**src/rtl/mesi_cpu_snoop_resp.sv**
```systemverilog
// mesi_cpu_snoop_resp: CPU-side coherence-bus responder for the MESI
// inter-cache controller. It looks up a small direct-mapped line-state
// array, writes back Modified data over the main bus when a snoop needs it,
// updates the line state and acknowledges the command.
// Optional feature macro: MESI_SNOOP_STATS_EN (snoop-hit / write-back counters).
module mesi_cpu_snoop_resp #(
  parameter int ADDR_WIDTH     = 32,
  parameter int DATA_WIDTH     = 32,
  parameter int CBUS_CMD_WIDTH = 3,
  parameter int MBUS_CMD_WIDTH = 3,
  parameter int LINES          = 4,
  parameter int LINE_IDX_WIDTH = 2
) (
  input  logic                      clk,
  input  logic                      rst,
  input  logic [CBUS_CMD_WIDTH-1:0] cbus_cmd_i,
  input  logic [ADDR_WIDTH-1:0]     cbus_addr_i,
  output logic                      cbus_ack_o,
  output logic [MBUS_CMD_WIDTH-1:0] mbus_cmd_o,
  output logic [ADDR_WIDTH-1:0]     mbus_addr_o,
  output logic [DATA_WIDTH-1:0]     mbus_data_o,
  input  logic                      mbus_ack_i,
  input  logic                      lcl_wr_i,
  input  logic [ADDR_WIDTH-1:0]     lcl_addr_i,
  input  logic [DATA_WIDTH-1:0]     lcl_data_i,
  input  logic [1:0]                lcl_state_i,
  output logic                      lcl_rdy_o,
  output logic [2*LINES-1:0]        cache_state_o,
  output logic [15:0]               stat_hit_o,
  output logic [15:0]               stat_wb_o
);

  localparam logic [1:0] MESI_I = 2'd0;
  localparam logic [1:0] MESI_S = 2'd1;
  localparam logic [1:0] MESI_E = 2'd2;
  localparam logic [1:0] MESI_M = 2'd3;

  localparam logic [CBUS_CMD_WIDTH-1:0] CMD_NOP      = CBUS_CMD_WIDTH'(0);
  localparam logic [CBUS_CMD_WIDTH-1:0] CMD_WR_SNOOP = CBUS_CMD_WIDTH'(1);
  localparam logic [CBUS_CMD_WIDTH-1:0] CMD_RD_SNOOP = CBUS_CMD_WIDTH'(2);
  localparam logic [CBUS_CMD_WIDTH-1:0] CMD_EN_WR    = CBUS_CMD_WIDTH'(3);
  localparam logic [CBUS_CMD_WIDTH-1:0] CMD_EN_RD    = CBUS_CMD_WIDTH'(4);

  localparam logic [MBUS_CMD_WIDTH-1:0] MBUS_NOP = MBUS_CMD_WIDTH'(0);
  localparam logic [MBUS_CMD_WIDTH-1:0] MBUS_WR  = MBUS_CMD_WIDTH'(1);

  typedef enum logic [2:0] {IDLE, DECIDE, WB, ACK, HOLD} fsm_e;

  fsm_e                      fsm_q, fsm_d;
  logic [CBUS_CMD_WIDTH-1:0] cmd_q, cmd_d;
  logic [ADDR_WIDTH-1:0]     addr_q, addr_d;
  logic                      cbus_ack_q, cbus_ack_d;
  logic [MBUS_CMD_WIDTH-1:0] mbus_cmd_q, mbus_cmd_d;
  logic [ADDR_WIDTH-1:0]     mbus_addr_q, mbus_addr_d;
  logic [DATA_WIDTH-1:0]     mbus_data_q, mbus_data_d;
  logic [2*LINES-1:0]        cache_state_q, cache_state_d;

  logic [ADDR_WIDTH-1:0]     tag_q [LINES];
  logic [ADDR_WIDTH-1:0]     tag_d [LINES];
  logic [DATA_WIDTH-1:0]     data_q [LINES];
  logic [DATA_WIDTH-1:0]     data_d [LINES];
  logic [1:0]                state_q [LINES];
  logic [1:0]                state_d [LINES];

  logic [LINE_IDX_WIDTH-1:0] cmd_idx, lcl_idx;
  logic [1:0]                line_state;
  logic [ADDR_WIDTH-1:0]     line_tag;
  logic [DATA_WIDTH-1:0]     line_data;
  logic                      hit, snoop_hit, need_wb, upd_en;
  logic [ADDR_WIDTH-1:0]     upd_tag;
  logic [1:0]                upd_state;

  // Decode the captured command against the line it indexes; the line cannot
  // change outside IDLE, so the decision stays valid through WB.
  always_comb begin
    cmd_idx    = addr_q[LINE_IDX_WIDTH+1:2];
    lcl_idx    = lcl_addr_i[LINE_IDX_WIDTH+1:2];
    line_state = state_q[cmd_idx];
    line_tag   = tag_q[cmd_idx];
    line_data  = data_q[cmd_idx];
    hit        = (line_state != MESI_I) && (line_tag == addr_q);
    snoop_hit  = 1'b0;
    need_wb    = 1'b0;
    upd_en     = 1'b0;
    upd_tag    = line_tag;
    upd_state  = line_state;
    case (cmd_q)
      CMD_WR_SNOOP: begin
        if (hit) begin
          snoop_hit = 1'b1;
          upd_en    = 1'b1;
          upd_state = MESI_I;
          need_wb   = (line_state == MESI_M);
        end
      end
      CMD_RD_SNOOP: begin
        if (hit) begin
          snoop_hit = 1'b1;
          if (line_state == MESI_M || line_state == MESI_E) begin
            upd_en    = 1'b1;
            upd_state = MESI_S;
            need_wb   = (line_state == MESI_M);
          end
        end
      end
      CMD_EN_WR: begin
        upd_en    = 1'b1;
        upd_tag   = addr_q;
        upd_state = MESI_M;
      end
      CMD_EN_RD: begin
        upd_en    = 1'b1;
        upd_tag   = addr_q;
        upd_state = MESI_S;
      end
      default: ;
    endcase
  end

  // Next-state and registered-output computation for the responder FSM.
  always_comb begin
    fsm_d       = fsm_q;
    cmd_d       = cmd_q;
    addr_d      = addr_q;
    cbus_ack_d  = 1'b0;
    mbus_cmd_d  = mbus_cmd_q;
    mbus_addr_d = mbus_addr_q;
    mbus_data_d = mbus_data_q;
    tag_d       = tag_q;
    data_d      = data_q;
    state_d     = state_q;
    for (int n = 0; n < LINES; n++) begin
      cache_state_d[2*n +: 2] = state_q[n];
    end
    case (fsm_q)
      IDLE: begin
        if (lcl_wr_i) begin
          tag_d[lcl_idx]   = lcl_addr_i;
          data_d[lcl_idx]  = lcl_data_i;
          state_d[lcl_idx] = lcl_state_i;
        end
        if (cbus_cmd_i != CMD_NOP) begin
          cmd_d  = cbus_cmd_i;
          addr_d = cbus_addr_i;
          fsm_d  = DECIDE;
        end
      end
      DECIDE: begin
        if (need_wb) begin
          mbus_cmd_d  = MBUS_WR;
          mbus_addr_d = line_tag;
          mbus_data_d = line_data;
          fsm_d       = WB;
        end else begin
          if (upd_en) begin
            tag_d[cmd_idx]   = upd_tag;
            state_d[cmd_idx] = upd_state;
          end
          cbus_ack_d = 1'b1;
          fsm_d      = ACK;
        end
      end
      WB: begin
        if (mbus_ack_i) begin
          if (upd_en) begin
            tag_d[cmd_idx]   = upd_tag;
            state_d[cmd_idx] = upd_state;
          end
          mbus_cmd_d  = MBUS_NOP;
          mbus_addr_d = '0;
          mbus_data_d = '0;
          cbus_ack_d  = 1'b1;
          fsm_d       = ACK;
        end
      end
      ACK:     fsm_d = HOLD;
      HOLD:    fsm_d = IDLE;
      default: fsm_d = IDLE;
    endcase
  end

  // Single register bank for FSM, captured command, bus outputs and line array.
  always_ff @(posedge clk or negedge rst) begin
    if (!rst) begin
      fsm_q         <= IDLE;
      cmd_q         <= CMD_NOP;
      addr_q        <= '0;
      cbus_ack_q    <= 1'b0;
      mbus_cmd_q    <= MBUS_NOP;
      mbus_addr_q   <= '0;
      mbus_data_q   <= '0;
      cache_state_q <= '0;
      for (int n = 0; n < LINES; n++) begin
        tag_q[n]   <= '0;
        data_q[n]  <= '0;
        state_q[n] <= MESI_I;
      end
    end else begin
      fsm_q         <= fsm_d;
      cmd_q         <= cmd_d;
      addr_q        <= addr_d;
      cbus_ack_q    <= cbus_ack_d;
      mbus_cmd_q    <= mbus_cmd_d;
      mbus_addr_q   <= mbus_addr_d;
      mbus_data_q   <= mbus_data_d;
      cache_state_q <= cache_state_d;
      tag_q         <= tag_d;
      data_q        <= data_d;
      state_q       <= state_d;
    end
  end

  assign cbus_ack_o    = cbus_ack_q;
  assign mbus_cmd_o    = mbus_cmd_q;
  assign mbus_addr_o   = mbus_addr_q;
  assign mbus_data_o   = mbus_data_q;
  assign lcl_rdy_o     = (fsm_q == IDLE);
  assign cache_state_o = cache_state_q;

`ifdef MESI_SNOOP_STATS_EN
  logic [15:0] stat_hit_q, stat_hit_d, stat_wb_q, stat_wb_d;
  logic        hit_evt, wb_evt;

  // Saturating counters: a hit counts when its command is acked, a write-back when it completes.
  always_comb begin
    wb_evt     = (fsm_q == WB) && mbus_ack_i;
    hit_evt    = snoop_hit && (((fsm_q == DECIDE) && !need_wb) || wb_evt);
    stat_hit_d = stat_hit_q;
    stat_wb_d  = stat_wb_q;
    if (hit_evt && stat_hit_q != 16'hFFFF) stat_hit_d = stat_hit_q + 16'd1;
    if (wb_evt && stat_wb_q != 16'hFFFF)   stat_wb_d  = stat_wb_q + 16'd1;
  end

  // Counter registers.
  always_ff @(posedge clk or negedge rst) begin
    if (!rst) begin
      stat_hit_q <= '0;
      stat_wb_q  <= '0;
    end else begin
      stat_hit_q <= stat_hit_d;
      stat_wb_q  <= stat_wb_d;
    end
  end

  assign stat_hit_o = stat_hit_q;
  assign stat_wb_o  = stat_wb_q;
`else
  assign stat_hit_o = '0;
  assign stat_wb_o  = '0;
`endif

endmodule

```
**config.mk**
```make
export PLATFORM = sky130hd
export DESIGN_NAME = mesi_cpu_snoop_resp
export DESIGN_NICKNAME = d
export VERILOG_FILES = /design/src/rtl/mesi_cpu_snoop_resp.sv
export SDC_FILE = /design/constraint.sdc
export NUM_CORES = 1
export LEC_CHECK = 0
export ABC_AREA = 1
export BUFFER_PORTS_ARGS = -buffer_cell sky130_fd_sc_hd__buf_2
export CORE_ASPECT_RATIO = 0.75
export CORE_UTILIZATION = 40
export CTS_CLUSTER_SIZE = 24
export DETAILED_ROUTE_END_ITERATION = 8
export GPL_TIMING_DRIVEN = 0
export PLACE_DENSITY = 0.57
export SYNTH_ARGS = -nofsm -noshare
export SYNTH_HDL_FRONTEND = slang
export SYNTH_SLANG_ARGS = --single-unit
```
**constraint.sdc**
```tcl
create_clock -name clk -period 5.2 [get_ports clk]
set_input_delay 0.52 -clock clk [delete_from_list [all_inputs] [get_ports clk]]
set_output_delay 0.52 -clock clk [all_outputs]
set_load 0.02 [all_outputs]
```
* After elaboration in Yosys (flattened, before gate mapping) *
Cells that the tools add are included.
W data, S select, Z words.

storage, ports and cells
  flip-flop bits (word level) = 378
  input port bits = 105
  logic and storage cells = 116

cells by class
  order comparisons = 4
  equal/unequal tests = 15
  muxes and demuxes = 60
  bitwise logic cells = 2
  reductions and logical operators = 15

operators with widths
  cell                  count
  $mux W128             4
  $bwmux W128           3
  $pmux W128 S3         1
  $mux W32              10
  $bmux W32 S2          2
  $demux W32 S2         2
  $pmux W32 S2          2
  $eq A32 B32 Y1        1
  $mux W8               4
  $pmux W8 S3           1
  $bwmux W8             2
  $mux W2               7
  $eq A3 B2 Y1 const B  4
  $mux W3               4
  $pmux W3 S4           1
  $mux W1               9
  $demux W2 S2          2
  $ne A2 B2 Y1 const B  4
  $pmux W2 S4           1
  $eq A3 B1 Y1 const B  2
  $ge A3 B3 Y1 const B  2
  $lt A3 B1 Y1 const B  2
  $not A2 Y3            2
  $pmux W3 S2           1
  other kinds (15)      23

* Logic depth before layout (Yosys ltp) *
Gate-level depths: netlist of the first run.

  depth after elaboration = 13
  gate-level depth with buffers = 22
  depth with buffers taken out = 19

* Worst setup path before layout of the first run *
OpenSTA, ideal clock, no wires.

  path kind = register -> register
  start = register addr_q[2]
  end = register tag_q[119] (netlist name)
  arrival time = 2.322 ns
  required time = 5.084 ns
  slack = 2.762 ns
  cell stages (with the launch flop) = 15
  buffers on the path = 4
  clock period less this slack = 2.438 ns
  cells stage by stage = dfrtp_1 buf_4 buf_6 buf_4 nand2_1 inv_1 a221oi_1 nor2_1 nand3_2 nand2_1 a21oi_2 nand2_1 buf_2 nand2_1 nand2_1

between the ends
  longest elaborated chain between the ends = 12
  elaborated cells between the ends (all ways) = 34

RTL lines
  item                                                                line  text
  start, declared                                                     51    logic [ADDR_WIDTH-1:0] addr_q, addr_d;
  start signal, assigned                                              201   addr_q <= addr_d;
  parallel branches: the longest is 12 deep, another holds $mux W128  -
  end signal, assigned                                                207   tag_q <= tag_d;
  end, declared                                                       58    logic [ADDR_WIDTH-1:0] tag_q [LINES];

Several ways; the timed one is not identified. The select of a mux whose other input is x is not followed.
A chain may end at the register's enable or synchronous reset.

* Final worst setup path of the first run *
  start = register addr_q[3]
  end = register mbus_addr_q[21], in the netlist mbus_addr_o[21]

between the ends
  longest elaborated chain between the ends = 11
  elaborated cells between the ends (all ways) = 21

RTL lines
  item                                                                   line  text
  parallel branches: the longest is 11 deep, another holds $bmux W32 S2  -
  end signal, assigned                                                   204   mbus_addr_q <= mbus_addr_d;
  end, declared                                                          54    logic [ADDR_WIDTH-1:0] mbus_addr_q, mbus_addr_d;

Several ways; the timed one is not identified. The select of a mux whose other input is x is not followed.

==> reports/results.tsv, run 1 <==
stage	metric	value	unit
run_status	status	completed	
clocking	clkSlewWorstSetupHoldPaths	0.06	ns
clocking	cts_tree	yes	
setup_path	arrival	4.87	ns
placed_design	dp_cells	3119	
final_layout	layout.cells.non_filler	3196	
clocking	clkSinkCount	376	
synthesis	synthTopCellsByArea	dfrtp_1 51%, nand2_1 19%, o22ai_1 5.1%, o21ai_0 4.6%, mux2_2 3.9%	
routing	antenna_left	0	
floorplan	core-area	45100	um2
grt	grt_max_degree	118	
synthesis	synthArstFlopShare	100	%
clocking	clk-insertion-delay-late	0.56	ns
timing	timing.fmax	228	MHz
timing	hold_viol	0	
synthesis	ys_top_cells_by_count	932 x nand2_1, 376 x dfrtp_1, 168 x o21ai_0, 167 x inv_1, 152 x o22ai_1	
placed_design	port_buffers	179	
final_layout	syn_to_final_growth	17.3	%
setup_path	path_delay_family	simple AND/OR/NAND/NOR gates	
setup_path	critPathCaptureType	flip-flop	
routing	vias	17341	
clocking	cts-htree-levels	2	
routing	drt_iter0_markers	1874	
timing	setup_slack	0.815	ns
synthesis	synth_top_area_share	51.0	%
final_layout	postLayoutCellArea	21700	um2
synthesis	synthDistinctLibCells	30	
timing	max_slew_margin	26.7	%
clocking	clockBufferDepth	3	
synthesis	syn_avg_cell_area	7.97	um2
routing	wl	65900	um
placed_design	place_ws	1.06	ns
power_and_ir_drop	power_density	666	nW/um2
routing	wl_per_cell	20.6	um
setup_path	worstPathMaxFanout	10	
final_layout	nNetsFinal	2682	
run	maxCapViolCount	0	
clocking	ctsHoldBuffers	1	
final_layout	drive_gt1_share	15.8	%
floorplan	num_rows	67	
synthesis	synth-edff-count	0	
grt	grt_pass1_wl	99900	um
timing	slew_violations	0	
timing	setup_viol	0	
floorplan	dieArea	47000	um2
synthesis	yosysMostFrequentCell	nand2_1	
floorplan	die_height	188	um
setup_path	slowest_stage	buf_1	
setup_path	critical_path_class	reg -> reg	
synthesis	yosys.area.top_type	dfrtp_1	
clocking	cts_buffers	41	
synthesis	syn_area	18500	um2
clocking	cts-resized-gates	0	
hold_path	hp-class	in -> reg	
floorplan	die_w	250	um
synthesis	synth.yosys.seq_area_share	51.0	%
clocking	root_buffer	clkbuf_16	
power_and_ir_drop	ir_drop	0.251	mV
grt	grt_usage	28.0	%
clocking	post-cts-setup-buffer-count	0	
timing	rsz0062_at_grt	no	
routing	viasPerCell	5.43	
floorplan	ioPinCount	214	
synthesis	ys_ff_latch	376	
grt	grt_pass1_vias	16831	
synthesis	yosysWarnings	0	
placed_design	hpwl	46500	um
setup_path	crit_path_frequent_cell	nand2_1	
setup_path	required	5.69	ns
timing	worst_pin_slew	1.09	ns
timing	period_minus_slack	4.39	ns
synthesis	synthCells	2318	
placed_design	placed_area	20300	um2
setup_path	worst_path_largest_cell_delay	0.82	ns
grt	antenna_found_initial	2	
routing	drc_errors	0	
setup_path	cp-start-kind	flip-flop	
routing	drt_first_pass_iters	9	
setup_path	path_buf_inv	3	
timing	min_period_over_period	84.3	%
placed_design	gp_congestion	0.912	
setup_path	crit_chain	buf_2 > buf_1 > nand2_1 > nand3_1 > nand2_1 > nor2_1 > nand2_1 > nor2_1 > nand2_1 > nor2_4 > nand2_1 > nand2_1 > nand2_1 > nor2_1 > buf_2 > nand3_1 > nand2_1	
synthesis	synth_ff_type	dfrtp_1	
timing	clock_skew	0.0332	ns
floorplan	start_util	40.9	%
grt	gr-total-overflow	0	
power_and_ir_drop	p_leak	11.3	nW
==> placed cells by master, fill, tap and decap left out, types with 6 or more instances in the layout <==
master,n
nand2_1,932
dfrtp_1,376
buf_2,215
o21ai_0,168
inv_1,167
o22ai_1,152
clkbuf_1,92
nor2_1,85
nand3_1,76
mux2_2,64
clkbuf_16,42
buf_4,41
a21oi_1,35
conb_1,34
a221oi_1,33
o21ai_1,31
clkbuf_8,11
clkinv_2,6
==> flip-flops by register name, summed over array words and instances, names as in the netlist <==
register	cells
data_q	128
tag_q	128
addr_q	32
mbus_addr_o	32
mbus_data_o	32
cache_state_d	8
cache_state_o	8
cmd_q	3
fsm_q	3
cbus_ack_o	1
mbus_cmd_o	1
==> worst paths after layout <==
path / slack, ns / cells past startpoint / startpoint / endpoint
setup / recovery: 0.81 / 17 / addr_q[3]$_DFFE_PN0P_ / mbus_addr_o[21]$_DFFE_PN0P_
hold / removal: 0.20 / 3 / cbus_addr_i[26] / addr_q[26]$_DFFE_PN0P_
setup reg to reg: 0.81 / 17 / addr_q[3]$_DFFE_PN0P_ / mbus_addr_o[21]$_DFFE_PN0P_
hold reg to reg: 0.41 / 0 / cache_state_d[1]$_DFFE_PN0P_ / cache_state_o[1]$_DFF_PN0_
max in group asynchronous: 3.25 / 4 / rst / mbus_addr_o[7]$_DFFE_PN0P_
min in group asynchronous: 0.57 / 2 / rst / data_q[70]$_DFFE_PN0P_
==> worst min-delay path: stages <==
cell,delay [ns]
buf_2,0.07
nor2_1,0.03
a21oi_1,0.09
==> cells by family (layout without fill, tap and decap cells) <==
logic type,Yosys count,count (layout),share of synthesized area (%)
simple gates,1113,1113,23.6
compound gates,423,423,13.3
flops,376,376,51.0
buf+inv,341,598,8.22
mux,64,64,3.90
other cells,1,36,0.0203
==> cell type report <==
class / count / area (um2)
Inverter: 172 / 646
Buffer: 169 / 872
Sequential cell: 376 / 9410
Antenna cell: 2 / 5.00
Clock inverter: 10 / 91.3
Timing Repair Buffer: 183 / 998
Tap cell: 586 / 733
Clock buffer: 64 / 1240
Fill cell: 4467 / 23400
Multi-Input combinational cell: 1634 / 7660
==> metrics by stage <==
step / hold slack (ns) / power [mW] / setup TNS [ns] / utilization (%)
floorplan: 0.224 / 8.93 / 0 / -
global placement: 0.400 / 11.2 / -1481.37 / 44.8
detailed placement: 0.397 / 11.4 / 0 / 45.0
CTS: 0.202 / 14.3 / 0 / 48.0
global route: 0.218 / 15.3 / 0 / 48.0
finish: 0.202 / 14.4 / 0 / 48.0
==> metal layers <==
layer / vias to the layer above / routed length, um / global-route usage, %
li1: 7999 / - / -
met1: 8411 / 30700 / 41.6
met2: 801 / 27400 / 40.6
met3: 130 / 6010 / 5.82
met4: 0 / 1790 / 8.52
met5: - / 0 / 0
==> where the power goes <==
part	switching [mW]	internal [mW]	total, mW
logic	4.86	1.96	6.82
registers	0.552	4.12	4.67
clock network	1.24	1.70	2.94
Note: power is estimated with default switching activity, not from simulation.
==> run 2: changes to the inputs <==
- PLACE_DENSITY: 0.57 -> 0.59
- clock period: 5.2 -> 3.9 ns (I/O delays scaled with it)
==> run 2 against run 1 <==
  * Setup slack worse by 0.72 ns
  * Critical path depth up 1
  * Non-clock buffer count unchanged
  * Register-to-register slack worse by 0.72 ns
  * Clock skew down 0.0011 ns
  * Count of clock-buffer cells in the layout down 6
  * Power up 34%
  * First-iteration DRC count down 3.1%
  * Hold slack worse by 0.12 ns
  * Cell count about the same
==> reports/results.tsv, run 2 (synthesis gave the netlist of run 1 again) <==
stage	metric	value	unit	change
timing	slew_violations	0		unchanged
placed_design	port_buffers	179		unchanged
timing	max_slew_margin	32.5	%	was 26.7%
timing	rsz0062_at_grt	no		unchanged
grt	grt_pass1_vias	16639		was 16831
setup_path	required	4.37	ns	was 5.69 ns
grt	gr-total-overflow	0		unchanged
grt	grt_pass1_wl	99600	um	was 99900 um
timing	clock_skew	0.0321	ns	was 0.0332 ns
routing	antenna_left	0		unchanged
final_layout	nFillCells	4506		was 4467
clocking	cts-htree-levels	2		unchanged
timing	worst_pin_slew	1.01	ns	was 1.09 ns
setup_path	worstPathMaxFanout	10		unchanged
setup_path	cp-start-kind	flip-flop		unchanged
floorplan	dieArea	47000	um2	unchanged
routing	drt_iter0_markers	1816		was 1874
clocking	cts_tree	yes		unchanged
final_layout	final_cell_mix	932 x nand2_1, 376 x dfrtp_1, 212 x buf_2		was 932 x nand2_1, 376 x dfrtp_1, 215 x buf_2
final_layout	nNetsFinal	2682		unchanged
grt	antenna_found_initial	2		unchanged
clocking	clockBufferDepth	3		unchanged
floorplan	die_height	188	um	unchanged
floorplan	start_util	40.9	%	unchanged
final_layout	mostFrequentLayoutCell	nand2_1		unchanged
clocking	clk-insertion-delay-late	0.56	ns	about the same
routing	drt_first_pass_iters	6		was 9
timing	min_period_over_period	97.5	%	was 84.3%
run	maxCapViolCount	0		unchanged
clocking	clkSlewWorstSetupHoldPaths	0.06	ns	about the same
power_and_ir_drop	power_density	891	nW/um2	was 666 nW/um2
routing	viasPerCell	5.43		about the same
placed_design	placed_area	20300	um2	unchanged
clocking	post-cts-setup-buffer-count	0		unchanged
setup_path	critical_path_class	reg -> reg		unchanged
grt	grt_max_degree	121		was 118
power_and_ir_drop	ir_drop	0.456	mV	was 0.251 mV
final_layout	drive_gt1_share	16.2	%	was 15.8%
timing	timing.fmax	263	MHz	was 228 MHz
clocking	clkSinkCount	376		unchanged
final_layout	top_regs	data_q: 128 flops, tag_q: 128 flops		unchanged
floorplan	num_rows	67		unchanged
placed_design	gp_congestion	0.931		was 0.912
final_layout	postLayoutCellArea	21700	um2	about the same
hold_path	hp-class	in -> reg		unchanged
clocking	root_buffer	clkbuf_16		unchanged
clocking	cts_buffers	41		unchanged
timing	hold_viol	0		unchanged
floorplan	ioPinCount	214		unchanged
setup_path	arrival	4.27	ns	was 4.87 ns
placed_design	hpwl	46100	um	was 46500 um
timing	fin_tns_setup	0	ns	unchanged
run_status	status	completed		unchanged
grt	grt_usage	27.8	%	was 28.0%
final_layout	syn_to_final_growth	17.4	%	was 17.3%
routing	vias	17343		was 17341
floorplan	core-area	45100	um2	unchanged
routing	drc_errors	0		unchanged
timing	period_minus_slack	3.80	ns	was 4.39 ns
floorplan	die_w	250	um	unchanged
setup_path	critPathCaptureType	flip-flop		unchanged
power_and_ir_drop	p_leak	11.4	nW	was 11.3 nW
routing	wl	65800	um	was 65900 um
routing	wl_per_cell	20.6	um	about the same
timing	setup_viol	0		unchanged
[run 2: per-stage QoR]
stage          utilization [%]  setup WS [ns]  power [mW]  hold WS, ns  cells
5_1_grt                   48.1        0.00547        20.5       0.0903   3195
3_3_place_gp              44.8          -5.10        14.9        0.407   3116
3_5_place_dp              45.0         -0.292        15.2        0.418   3119
6_report                  48.1         0.0971        19.3       0.0854   3195
2_1_floorplan                -           1.46        11.9       0.0944   2351
4_1_cts                   48.0         0.0831        19.1       0.0695   3193
[run 2: metal layers]
| metal | part of all wire, % | GRT usage, % |
|---|---|---|
| met1 | 46 | 41.1 |
| met2 | 42 | 40.7 |
| met3 | 9.2 | 6.30 |
| met4 | 2.4 | 7.60 |
| met5 | 0 | 0 |
[run 2: final cells by class]
cell class / instances / area [um2] / area share, %
repair buffers: 183 / 998 / 4.61
multi-input cells: 1634 / 7670 / 35.4
clock inverters: 15 / 141 / 0.652
diodes: 2 / 5.00 / 0.0231
well taps: 586 / 733 / 3.38
inverters: 172 / 646 / 2.98
flip-flops and latches: 376 / 9410 / 43.4
clock buffers: 58 / 1180 / 5.44
plain buffers: 169 / 891 / 4.11
[run 2: timing repair]
action / 4_1_cts / 5_1_grt
endpoints found under the setup margin: 163 / 170
gates resized for setup: 6 / 17
hold buffers: 1 / 0
hold endpoints to repair: 78 / 0
[run 2: where the power goes]
group / internal [mW] / switching (mW)
logic: 2.64 / 6.49
clock network: 2.24 / 1.66
registers: 5.49 / 0.771
[run 2: final timing paths]
path	cells after the start	to	slack [ns]	from
hold / removal	3	addr_q[23]$_DFFE_PN0P_	0.09	cbus_addr_i[23]
setup / recovery	18	tag_q[25]$_DFFE_PN0P_	0.1	addr_q[3]$_DFFE_PN0P_
hold reg to reg	0	cache_state_o[0]$_DFF_PN0_	0.41	cache_state_d[0]$_DFFE_PN0P_
setup reg to reg	18	tag_q[25]$_DFFE_PN0P_	0.1	addr_q[3]$_DFFE_PN0P_
max in group asynchronous	4	tag_q[7]$_DFFE_PN0P_	2.01	rst
min in group asynchronous	2	data_q[37]$_DFFE_PN0P_	0.39	rst
[run 2: critical path: stages (launching register included)]
cell and delay, ns:
dfrtp_1 0.36, clkbuf_4 0.22, inv_2 0.22, clkbuf_4 0.36, nand2_1 0.11, nand3_1 0.07, nand2_1 0.07, nor2_1 0.27
nand2_1 0.11, nor2_2 0.25, nand2_1 0.13, nor2_4 0.18, nand3_2 0.30, nand2_1 0.17, a21oi_2 0.07, nand2_1 0.27
buf_2 0.37, nand2_1 0.10, nand2_1 0.07
